`src/rtl/race_game_ctrl.sv`:
```
// -----------------------------------------------------------------------------
// race_game_ctrl
//   Two-player "race to TARGET" turn controller. Players alternate adding 1..3
//   to a shared running total; the player whose move brings the total to
//   TARGET or above wins. The total saturates at TARGET.
//
// Optional feature (compile-time macro TURN_TIMEOUT_EN):
//   When defined, a turn with no valid move for TIMEOUT_CYC cycles is
//   forfeited and the other player moves. When undefined, a turn waits
//   indefinitely and TIMEOUT_CYC only takes part in the parameter check.
//
// Parameters
//   TARGET       winning total, 4 .. 2**TOTAL_W-1
//   TOTAL_W      width of the running total
//   TIMEOUT_CYC  idle cycles before a turn is forfeited
//
// Ports
//   i_clk        system clock, rising edge
//   i_rst        synchronous active-high reset
//   i_go1        player 1 move button (level; acted on at its rising edge)
//   i_step1      player 1 move size, sampled on the go1 rising-edge cycle
//   i_go2        player 2 move button (level)
//   i_step2      player 2 move size
//   i_new_game   single-cycle strobe, restart the game
//   o_ill        0 = player 1 to move, 1 = player 2 to move
//   o_who        00 playing, 01 player 1 won, 10 player 2 won
//   o_total      running total
// -----------------------------------------------------------------------------
module race_game_ctrl #(
   parameter int TARGET      = 21,
   parameter int TOTAL_W     = 5,
   parameter int TIMEOUT_CYC = 50_000_000
) (
   input  logic               i_clk,
   input  logic               i_rst,
   input  logic               i_go1,
   input  logic [1:0]         i_step1,
   input  logic               i_go2,
   input  logic [1:0]         i_step2,
   input  logic               i_new_game,
   output logic               o_ill,
   output logic [1:0]         o_who,
   output logic [TOTAL_W-1:0] o_total
);

   // Reject configurations the saturation logic cannot represent.
   if (TARGET < 4 || TARGET > (2**TOTAL_W) - 1 || TIMEOUT_CYC < 2) begin : g_bad_param
      $error("race_game_ctrl: illegal TARGET/TOTAL_W/TIMEOUT_CYC combination");
   end

   localparam logic [TOTAL_W:0]   TARGET_X = (TOTAL_W+1)'(TARGET);
   localparam logic [TOTAL_W-1:0] TARGET_T = TOTAL_W'(TARGET);

   typedef enum logic {
      S_PLAY = 1'b0,
      S_WIN  = 1'b1
   } state_t;

   state_t             r_state;
   logic               r_ill;
   logic [1:0]         r_who;
   logic [TOTAL_W-1:0] r_total;
   logic               r_go1_q;
   logic               r_go2_q;

   logic               w_rise1;
   logic               w_rise2;
   logic               w_rise_cur;
   logic [1:0]         w_step;
   logic               w_move;
   logic [TOTAL_W:0]   w_sum;
   logic               w_reach;

   assign w_rise1    = i_go1 & ~r_go1_q;
   assign w_rise2    = i_go2 & ~r_go2_q;
   // Only the player whose turn it is can move; the other button is ignored.
   assign w_rise_cur = r_ill ? w_rise2 : w_rise1;
   assign w_step     = r_ill ? i_step2 : i_step1;
   assign w_move     = w_rise_cur & (w_step != 2'd0);
   // One extra bit so the sum can never wrap before the TARGET compare.
   assign w_sum      = {1'b0, r_total} + {{(TOTAL_W-1){1'b0}}, w_step};
   assign w_reach    = (w_sum >= TARGET_X);

`ifdef TURN_TIMEOUT_EN
   localparam int TMR_W = $clog2(TIMEOUT_CYC + 1);
   localparam logic [TMR_W-1:0] TMR_LAST = TMR_W'(TIMEOUT_CYC - 1);
   logic [TMR_W-1:0] r_timer;
`endif

   always_ff @(posedge i_clk) begin
      // Edge registers follow the buttons even during reset, so a button that
      // is already held when reset releases does not register as a new press.
      r_go1_q <= i_go1;
      r_go2_q <= i_go2;

      if (i_rst) begin
         r_state <= S_PLAY;
         r_ill   <= 1'b0;
         r_who   <= 2'b00;
         r_total <= '0;
`ifdef TURN_TIMEOUT_EN
         r_timer <= '0;
`endif
      end else if (i_new_game) begin
         // Restart wins over any same-cycle move. After a win the non-winner
         // opens; since ill still holds the winner, that is simply ~ill.
         r_state <= S_PLAY;
         r_who   <= 2'b00;
         r_total <= '0;
         r_ill   <= (r_state == S_WIN) ? ~r_ill : 1'b0;
`ifdef TURN_TIMEOUT_EN
         r_timer <= '0;
`endif
      end else begin
         case (r_state)
            S_PLAY: begin
               if (w_move) begin
                  if (w_reach) begin
                     r_total <= TARGET_T;
                     r_who   <= r_ill ? 2'b10 : 2'b01;
                     r_state <= S_WIN;
                  end else begin
                     r_total <= w_sum[TOTAL_W-1:0];
                     r_ill   <= ~r_ill;
                  end
`ifdef TURN_TIMEOUT_EN
                  r_timer <= '0;
               end else if (r_timer == TMR_LAST) begin
                  // Idle too long: hand the turn over, total untouched.
                  r_ill   <= ~r_ill;
                  r_timer <= '0;
               end else begin
                  r_timer <= r_timer + TMR_W'(1);
`endif
               end
            end
            S_WIN: begin
`ifdef TURN_TIMEOUT_EN
               r_timer <= '0;
`endif
            end
            default: r_state <= S_PLAY;
         endcase
      end
   end

   assign o_ill   = r_ill;
   assign o_who   = r_who;
   assign o_total = r_total;

endmodule

```
`config.mk`:
```
export PLATFORM = sky130hd
export DESIGN_NAME = race_game_ctrl
export DESIGN_NICKNAME = d
export VERILOG_FILES = /design/src/rtl/race_game_ctrl.sv
export SDC_FILE = /design/constraint.sdc
export NUM_CORES = 1
export LEC_CHECK = 0
export ABC_CLOCK_PERIOD_IN_PS = 2400
export CAP_MARGIN = 20
export CORE_MARGIN = 4
export CORE_UTILIZATION = 41
export DETAILED_ROUTE_END_ITERATION = 6
export PLACE_DENSITY = 0.8
export SLEW_MARGIN = 20
export SYNTH_ARGS = -nofsm -noshare
export SYNTH_HDL_FRONTEND = slang
export SYNTH_SLANG_ARGS = --single-unit
```
`constraint.sdc`:
```
create_clock -name i_clk -period 2.4 [get_ports i_clk]
set_clock_uncertainty 0.2 [all_clocks]
set_input_delay 0.24 -clock i_clk [delete_from_list [all_inputs] [get_ports i_clk]]
set_output_delay 0.24 -clock i_clk [all_outputs]
set_load 0.02 [all_outputs]
```
==> run_results.csv, run 1 <==
group,metric,value,unit
outcome,outcome,"finished with violations",
outcome,violations,"setup timing",
timing,report.final.slew_viol_count,0,
critical_path,critPathBufInv,1,
run,drv_cap,0,
timing,hold_violations,0,
yosys,synth_cell_types,31,
critical_path,critical_path.cell_chain,"mux2_4 -> ha_4 -> inv_2 -> fa_2 -> nand2b_4 -> o2111ai_2 -> o211ai_1 -> or2_1 -> o221a_1",
critical_path,max_stage_delay,600,ps
yosys,synth_area_per_cell,9.520,sq um
route,final_antenna_net_count,0,
floorplanning,dieArea,2306,sq um
clock_network,clkTransAtPathRegs,80,ps
clock_network,clock_path_buffers,2,
global_routing,grt_pass1_vias,571,
floorplanning,ioPinCount,17,
timing,finalCritPeriodShare,1.076,
hold_path,hold_path.class,"primary input to register",
power,p_total,387.5,uW
floorplanning,coreArea,1506,sq um
critical_path,criticalPathCategory,"register to register",
place,placement.io_buffers,16,
timing,fmaxAchievable,387.4,MHz
global_routing,grt_max_degree,8,
yosys,synthesis.nets,81,
route,vias,607,
critical_path,crit_family,"adder cells",
critical_path,ff2ff_setup_slack,-180,ps
clock_network,clkLatencyLatePin,280,ps
route,drt_iter0_drc,12,
final_layout,area_growth,48.57,%
floorplanning,die_w,48.03,microns
global_routing,grt_overflow,0,
timing,hold_slack,233.9,ps
power,vdd_drop_max,0.3010,mV
timing,period_minus_slack,2581,ps
clock_network,cts_made_buffers,3,
route,drt_wl_total,1.437,mm
power,power_density,397.0,nW/um^2
floorplanning,dieHeight,48.03,microns
timing,rsz0062_at_grt,"yes",
route,wire_per_inst,12.50,microns
power,power_frac_comb,0.179,
power,p_sw_frac,0.2618,
power,power_switching,101.4,uW
place,dp_hpwl,1.166,mm
critical_path,critPathSlowestCell,"fa_2",
power,seq_power_share,0.484,
power,p_leak,0.0003882,uW
clock_network,htreeDepth,1,
final_layout,drive_gt1_frac,0.2929,
place,place_ws,-519.9,ps
floorplanning,initial_utilization,0.4360,
power,power.share.clock,0.337,
yosys,synthCells,69,
route,post-route-drc-count,0,
clock_network,cts.hold.buffers_added,0,
yosys,synth-seq-area-share,0.3352,
yosys,ys_warn_count,0,
final_layout,final_nets,112,
critical_path,required,2360,ps
clock_network,cts_tree,"done",
place,gp_congestion,0.8138,
power,p_int,286.1,uW
clock_network,cts_sinks,11,
route,viasPerCell,5.278,
clock_network,root_buffer,"clkbuf_4",
critical_path,path_max_fanout,6,
floorplanning,rows,14,
timing,tightestPinTransition,426.6,ps
yosys,syn_area,656.9,sq um
critical_path,worst_setup_path_end_kind,"register",
global_routing,antenna_found_initial,0,
timing,setup_ws,-181.5,ps
critical_path,critPathLaunchType,"register",
global_routing,grtUsageTotal,0.1398,
timing,setup_viol,7,
clock_network,post_cts_buffers,0,
route,drt_pass1_iterations,4,
global_routing,grt_pass1_wl,2.242,mm
critical_path,critical_path_arrival,2550,ps
timing,max_slew_margin,0.7144,
yosys,ys_ff_latch,11,
final_layout,antennaDiodeCount,0,
==> routing by layer <==
| layer | vias up | routed length [microns] | global-route usage |
|---|---|---|---|
| met5 | - | 0 | 0 |
| met4 | 0 | 24 | 0.09677 |
| met3 | 4 | 122 | 0.02256 |
| met2 | 24 | 677 | 0.2216 |
| met1 | 267 | 612 | 0.1704 |
| li1 | 312 | - | - |
==> cells in the mapped netlist <==
| library cell | count | area share |
|---|---|---|
| buf_6 | 1 | 0.017 |
| nor4b_4 | 1 | 0.036 |
| and2b_1 | 1 | 0.011 |
| or4_4 | 1 | 0.017 |
| a21oi_1 | 2 | 0.015 |
| o21a_1 | 2 | 0.023 |
| o311a_1 | 1 | 0.015 |
| or3_1 | 3 | 0.029 |
| or2_1 | 1 | 0.0095 |
| o221a_1 | 1 | 0.017 |
| inv_1 | 5 | 0.029 |
| nand2_1 | 8 | 0.046 |
| o21ba_2 | 1 | 0.015 |
| a311oi_2 | 1 | 0.023 |
| o2111ai_1 | 1 | 0.013 |
| o211ai_1 | 2 | 0.023 |
| nor3_2 | 1 | 0.015 |
| nand3b_1 | 2 | 0.023 |
| nand2b_1 | 4 | 0.038 |
| buf_2 | 1 | 0.0076 |
| nor3_1 | 2 | 0.015 |
| dfxtp_1 | 11 | 0.34 |
| mux2_2 | 1 | 0.017 |
| or4bb_1 | 1 | 0.017 |
| mux2i_1 | 4 | 0.061 |
| ha_1 | 2 | 0.038 |
| a21boi_1 | 1 | 0.011 |
| a21o_1 | 1 | 0.011 |
| fa_1 | 1 | 0.030 |
| nor2_1 | 3 | 0.017 |
| o21bai_1 | 2 | 0.023 |
==> placed cells by master (no fill, tap or decap), types with 3 or more instances in the layout <==
master            n
clkdlybuf4s50_1  14
buf_4            12
dfxtp_1          10
nand2_1           8
inv_1             4
mux2i_1           4
nor2_1            3
or3_1             3
nand2b_1          3
clkbuf_4          3
==> flip-flops by register name (all words and copies together), names as in the netlist <==
signal	count
r_state	1
r_go2_q	1
o_who	2
o_ill	1
o_total	5
r_go1_q	1
==> repair_timing <==
item,4_1_cts,5_1_grt
setup endpoints to repair,7,8
gates resized for setup,2,3
pin swaps,8,6
==> path summary, 6_finish.rpt <==
path / from / depth (start not counted) / end
worst max register to register: o_ill / 9 / o_total[2]
worst min register to register: o_who[0] / 2 / o_who[0]
worst max-delay path: o_ill / 9 / o_total[2]
worst min-delay path: i_go2 / 1 / r_go2_q
==> power groups by stage <==
stage | logic (uW) | registers, uW | clock network (uW)
after floorplan | 30.8 | 194 | 0
after global placement | 63.3 | 192 | 0
after detailed placement | 65.2 | 192 | 0
after CTS | 64.3 | 188 | 137
after global routing | 75.3 | 188 | 142
final | 69.3 | 188 | 130
==> cell type report <==
class	count	area [sq um]
Tap cell	16	20.02
Multi-Input combinational cell	51	437.9
Inverter	5	18.77
Timing Repair Buffer	28	247.7
Clock buffer	3	22.52
Clock inverter	1	5.005
Fill cell	122	530.5
Sequential cell	11	224.0
==> logic make-up (layout without fill, tap and decap cells) <==
logic type | count (synthesis) | in the layout | share of synthesized area
AOI/OAI and AO/OA | 15 | 15 | 0.1905
adders and majority gates | 3 | 3 | 0.06857
buffers and inverters | 7 | 37 | 0.05333
DFF | 11 | 11 | 0.3352
muxes | 5 | 5 | 0.07810
and+or+nand+nor | 28 | 28 | 0.2743
==> through the flow <==
stage,instances,instance area (sq um),TNS [ps],utilization
finish,115,975.9,-960.8,0.6478
global route,115,975.9,-1956,0.6478
CTS,115,958.4,-1120,0.6362
detailed placement,111,933.4,-3626,0.6196
global placement,111,933.4,-2990,0.6196
floorplan,69,679.4,-720.2,-
Power figures use the tool's default switching activity.
==> run 2: changes to the inputs <==
--- a/config.mk
+++ b/config.mk
@@ -5,12 +5,16 @@
 export SDC_FILE = /design/constraint.sdc
 export NUM_CORES = 1
 export LEC_CHECK = 0
+export ABC_AREA = 1
 export ABC_CLOCK_PERIOD_IN_PS = 2400
 export CAP_MARGIN = 20
+export CELL_PAD_IN_SITES_DETAIL_PLACEMENT = 0
+export CELL_PAD_IN_SITES_GLOBAL_PLACEMENT = 1
+export CORE_ASPECT_RATIO = 0.75
 export CORE_MARGIN = 4
-export CORE_UTILIZATION = 41
+export CORE_UTILIZATION = 28
 export DETAILED_ROUTE_END_ITERATION = 6
-export PLACE_DENSITY = 0.8
+export PLACE_DENSITY = 0.79
 export SLEW_MARGIN = 20
 export SYNTH_ARGS = -nofsm -noshare
 export SYNTH_HDL_FRONTEND = slang
==> run_results.csv, run 2 <==
group,metric,value,unit
clock_network,clkLatencyLatePin,270,ps
route,post-route-drc-count,0,
place,postPlaceCellArea,899.6,sq um
critical_path,required,2410,ps
critical_path,max_stage_delay,560,ps
timing,finalCritPeriodShare,1.005,
floorplanning,dieHeight,49.67,microns
power,p_leak,0.0004920,uW
yosys,syn_area,648.1,sq um
route,wire_per_inst,10.42,microns
timing,tightestPinTransition,305.3,ps
floorplanning,dieArea,3156,sq um
critical_path,critPathSlowestCell,"fa_2",
final_layout,largest_register_ffs,5,
route,drt_iter0_drc,16,
critical_path,critical_path_arrival,2420,ps
yosys,async_flop_share,0,
power,vdd_drop_max,0.2612,mV
clock_network,cts_sinks,11,
final_layout,stdcell_area,1007,sq um
floorplanning,initial_utilization,0.3083,
floorplanning,coreArea,2102,sq um
place,gp_congestion,0.7247,
critical_path,rr_endpoint,"o_total[1]",
timing,report.final.slew_viol_count,0,
timing,rsz0062_at_grt,"yes",
timing,max_slew_margin,0.7951,
critical_path,worst-path-stages,13,
critical_path,criticalPathCategory,"primary input to register",
critical_path,path_max_fanout,4,
critical_path,r2r.worst_path.cells,13,
route,vias,694,
final_layout,final_nets,142,
hold_path,hold_path.class,"primary input to register",
global_routing,grt_overflow,0,
timing,hold_violations,0,
critical_path,critPathLaunchType,"primary input",
final_layout,antennaDiodeCount,0,
hold_path,hold_start,"i_go1",
route,drt_wl_total,1.595,mm
place,placement.io_buffers,16,
timing,hold_slack,237.5,ps
critical_path,r2r-start,"o_ill",
yosys,yosysTopAreaCell,"dfxtp_1",
yosys,synth_cell_types,20,
timing,finalSetupTns,-12.67,ps
timing,setup_viol,1,
route,viasPerCell,4.536,
clock_network,root_buffer,"clkbuf_4",
final_layout,drive_gt1_frac,0.2946,
yosys,synth_top_flop_cell,"dfxtp_1",
global_routing,grt_max_degree,9,
yosys,synth.area.top_cells,"dfxtp_1 (34%), inv_1 (13%), nand2_1 (13%), a21oi_1 (6.2%), nand3_1 (6.2%)",
critical_path,crit_family,"adder cells",
clock_network,cts_tree,"done",
clock_network,htreeDepth,1,
floorplanning,die_w,63.56,microns
critical_path,crit_start,"i_step1[0]",
yosys,synth-seq-area-share,0.3398,
yosys,ys_warn_count,0,
floorplanning,ioPinCount,17,
clock_network,clkTransAtPathRegs,70,ps
power,power_density,479.6,nW/um^2
yosys,ys_ff_latch,11,
yosys,synth_area_per_cell,6.613,sq um
final_layout,final_common_cell,"inv_1",
timing,setup_ws,-12.67,ps
global_routing,grt_pass1_wl,2.366,mm
route,drt_pass1_iterations,4,
yosys,synthCells,98,
final_layout,mostFrequentLayoutCells,"inv_1 (21), nand2_1 (17), clkdlybuf4s50_1 (15), dfxtp_1 (10), buf_4 (10)",
critical_path,critical_path.cell_chain,"clkdlybuf4s50_1 -> o21ai_2 -> inv_1 -> ha_2 -> inv_2 -> fa_2 -> inv_2 -> o211ai_1 -> nand3_1 -> nand2_2 -> buf_6 -> nand3_2 -> a21oi_2",
hold_path,min_path_cells,1,
outcome,violations,"setup timing",
global_routing,antenna_found_initial,0,
global_routing,grt_pass1_vias,542,
critical_path,worst_setup_path_end_kind,"register",
route,final_antenna_net_count,0,
clock_network,clock_path_buffers,2,
clock_network,cts_made_buffers,3,
floorplanning,rows,14,
yosys,synthesis.nets,110,
timing,period_minus_slack,2413,ps
yosys,yosysMostFrequentCell,"inv_1",
hold_path,holdPathEnd,"r_go1_q",
yosys,synth_common_cells,"inv_1 (23), nand2_1 (22), dfxtp_1 (11)",
critical_path,path_common_cell,"inv_2",
final_layout,area_growth,55.41,%
run,drv_cap,0,
critical_path,critPathBufInv,5,
place,dp_hpwl,1.170,mm
timing,fmaxAchievable,414.5,MHz
yosys,synth_edf_count,0,
global_routing,grtUsageTotal,0.09602,
outcome,outcome,"finished with violations",
critical_path,ff2ff_setup_slack,0,ps
yosys,synth_top_area_frac,0.3398,
power,p_total,483.0,uW
## run 2: metal layers
layer | GRT usage | share of wire | vias to the layer above
met5 | 0 | 0 | -
li1 | - | - | 375
met3 | 0.04318 | 0.050 | 2
met4 | 0.03226 | 0.0063 | 0
met2 | 0.1265 | 0.44 | 15
met1 | 0.1354 | 0.51 | 302
## run 2: where the power goes
group | internal (uW) | switching, uW
registers | 191 | 9.11
clock network | 64.3 | 64.0
logic | 73.1 | 81.9
total | 328 | 155
## run 2: worst register-to-register path: stages (launching register included)
cell and delay, ps:
dfxtp_4 370, nand2_2 60, o21ai_2 60, inv_1 50
ha_2 170, inv_2 40, fa_2 560, inv_2 40
o211ai_1 220, nand3_1 120, nand2_2 140, buf_6 110
nand3_2 60, a21oi_2 130
## run 2: what timing repair did
item | CTS | global route
gates resized for setup | 2 | 20
setup buffers | 2 | 1
setup endpoints to repair | 3 | 9
hold buffers | 0 | 0
pin swaps | 0 | 9
## run 2: worst max path at each step
stage	slack, ps	end
after floorplan	100	o_total[2]
after global placement	-270	o_total[2]
after detailed placement	-320	o_total[2]
after CTS	0.7	o_total[0]
after global routing	-140	o_total[1]
final	-10	o_total[1]
## run 2: kinds of logic (layout without fill, tap and decap cells)
| logic type | after synthesis | in the layout | synth area share |
|---|---|---|---|
| AND/OR/NAND/NOR | 40 | 40 | 0.2741 |
| buffers and inverters | 24 | 55 | 0.1390 |
| AO/OA/AOI/OAI | 20 | 20 | 0.1776 |
| flip-flops | 11 | 11 | 0.3398 |
| adder cells (fa/ha/maj) | 3 | 3 | 0.06949 |
## run 2: stage by stage
| step | setup slack [ps] | cells | utilization |
|---|---|---|---|
| 2_1_floorplan | 102.4 | 98 | - |
| 3_3_place_gp | -273.4 | 146 | 0.4280 |
| 3_5_place_dp | -321.0 | 146 | 0.4280 |
| 4_1_cts | 0.6901 | 152 | 0.4488 |
| 5_1_grt | -139.6 | 153 | 0.4792 |
| 6_report | -12.67 | 153 | 0.4792 |
## run 2: area by class of cell
cell class              count  area (sq um)
clock buffers               4         26.28
fillers                   224          1095
inverters                  24         90.09
multi-input cells          63         387.9
flip-flops and latches     11         224.0
well taps                  24         30.03
repair buffers             27         249.0
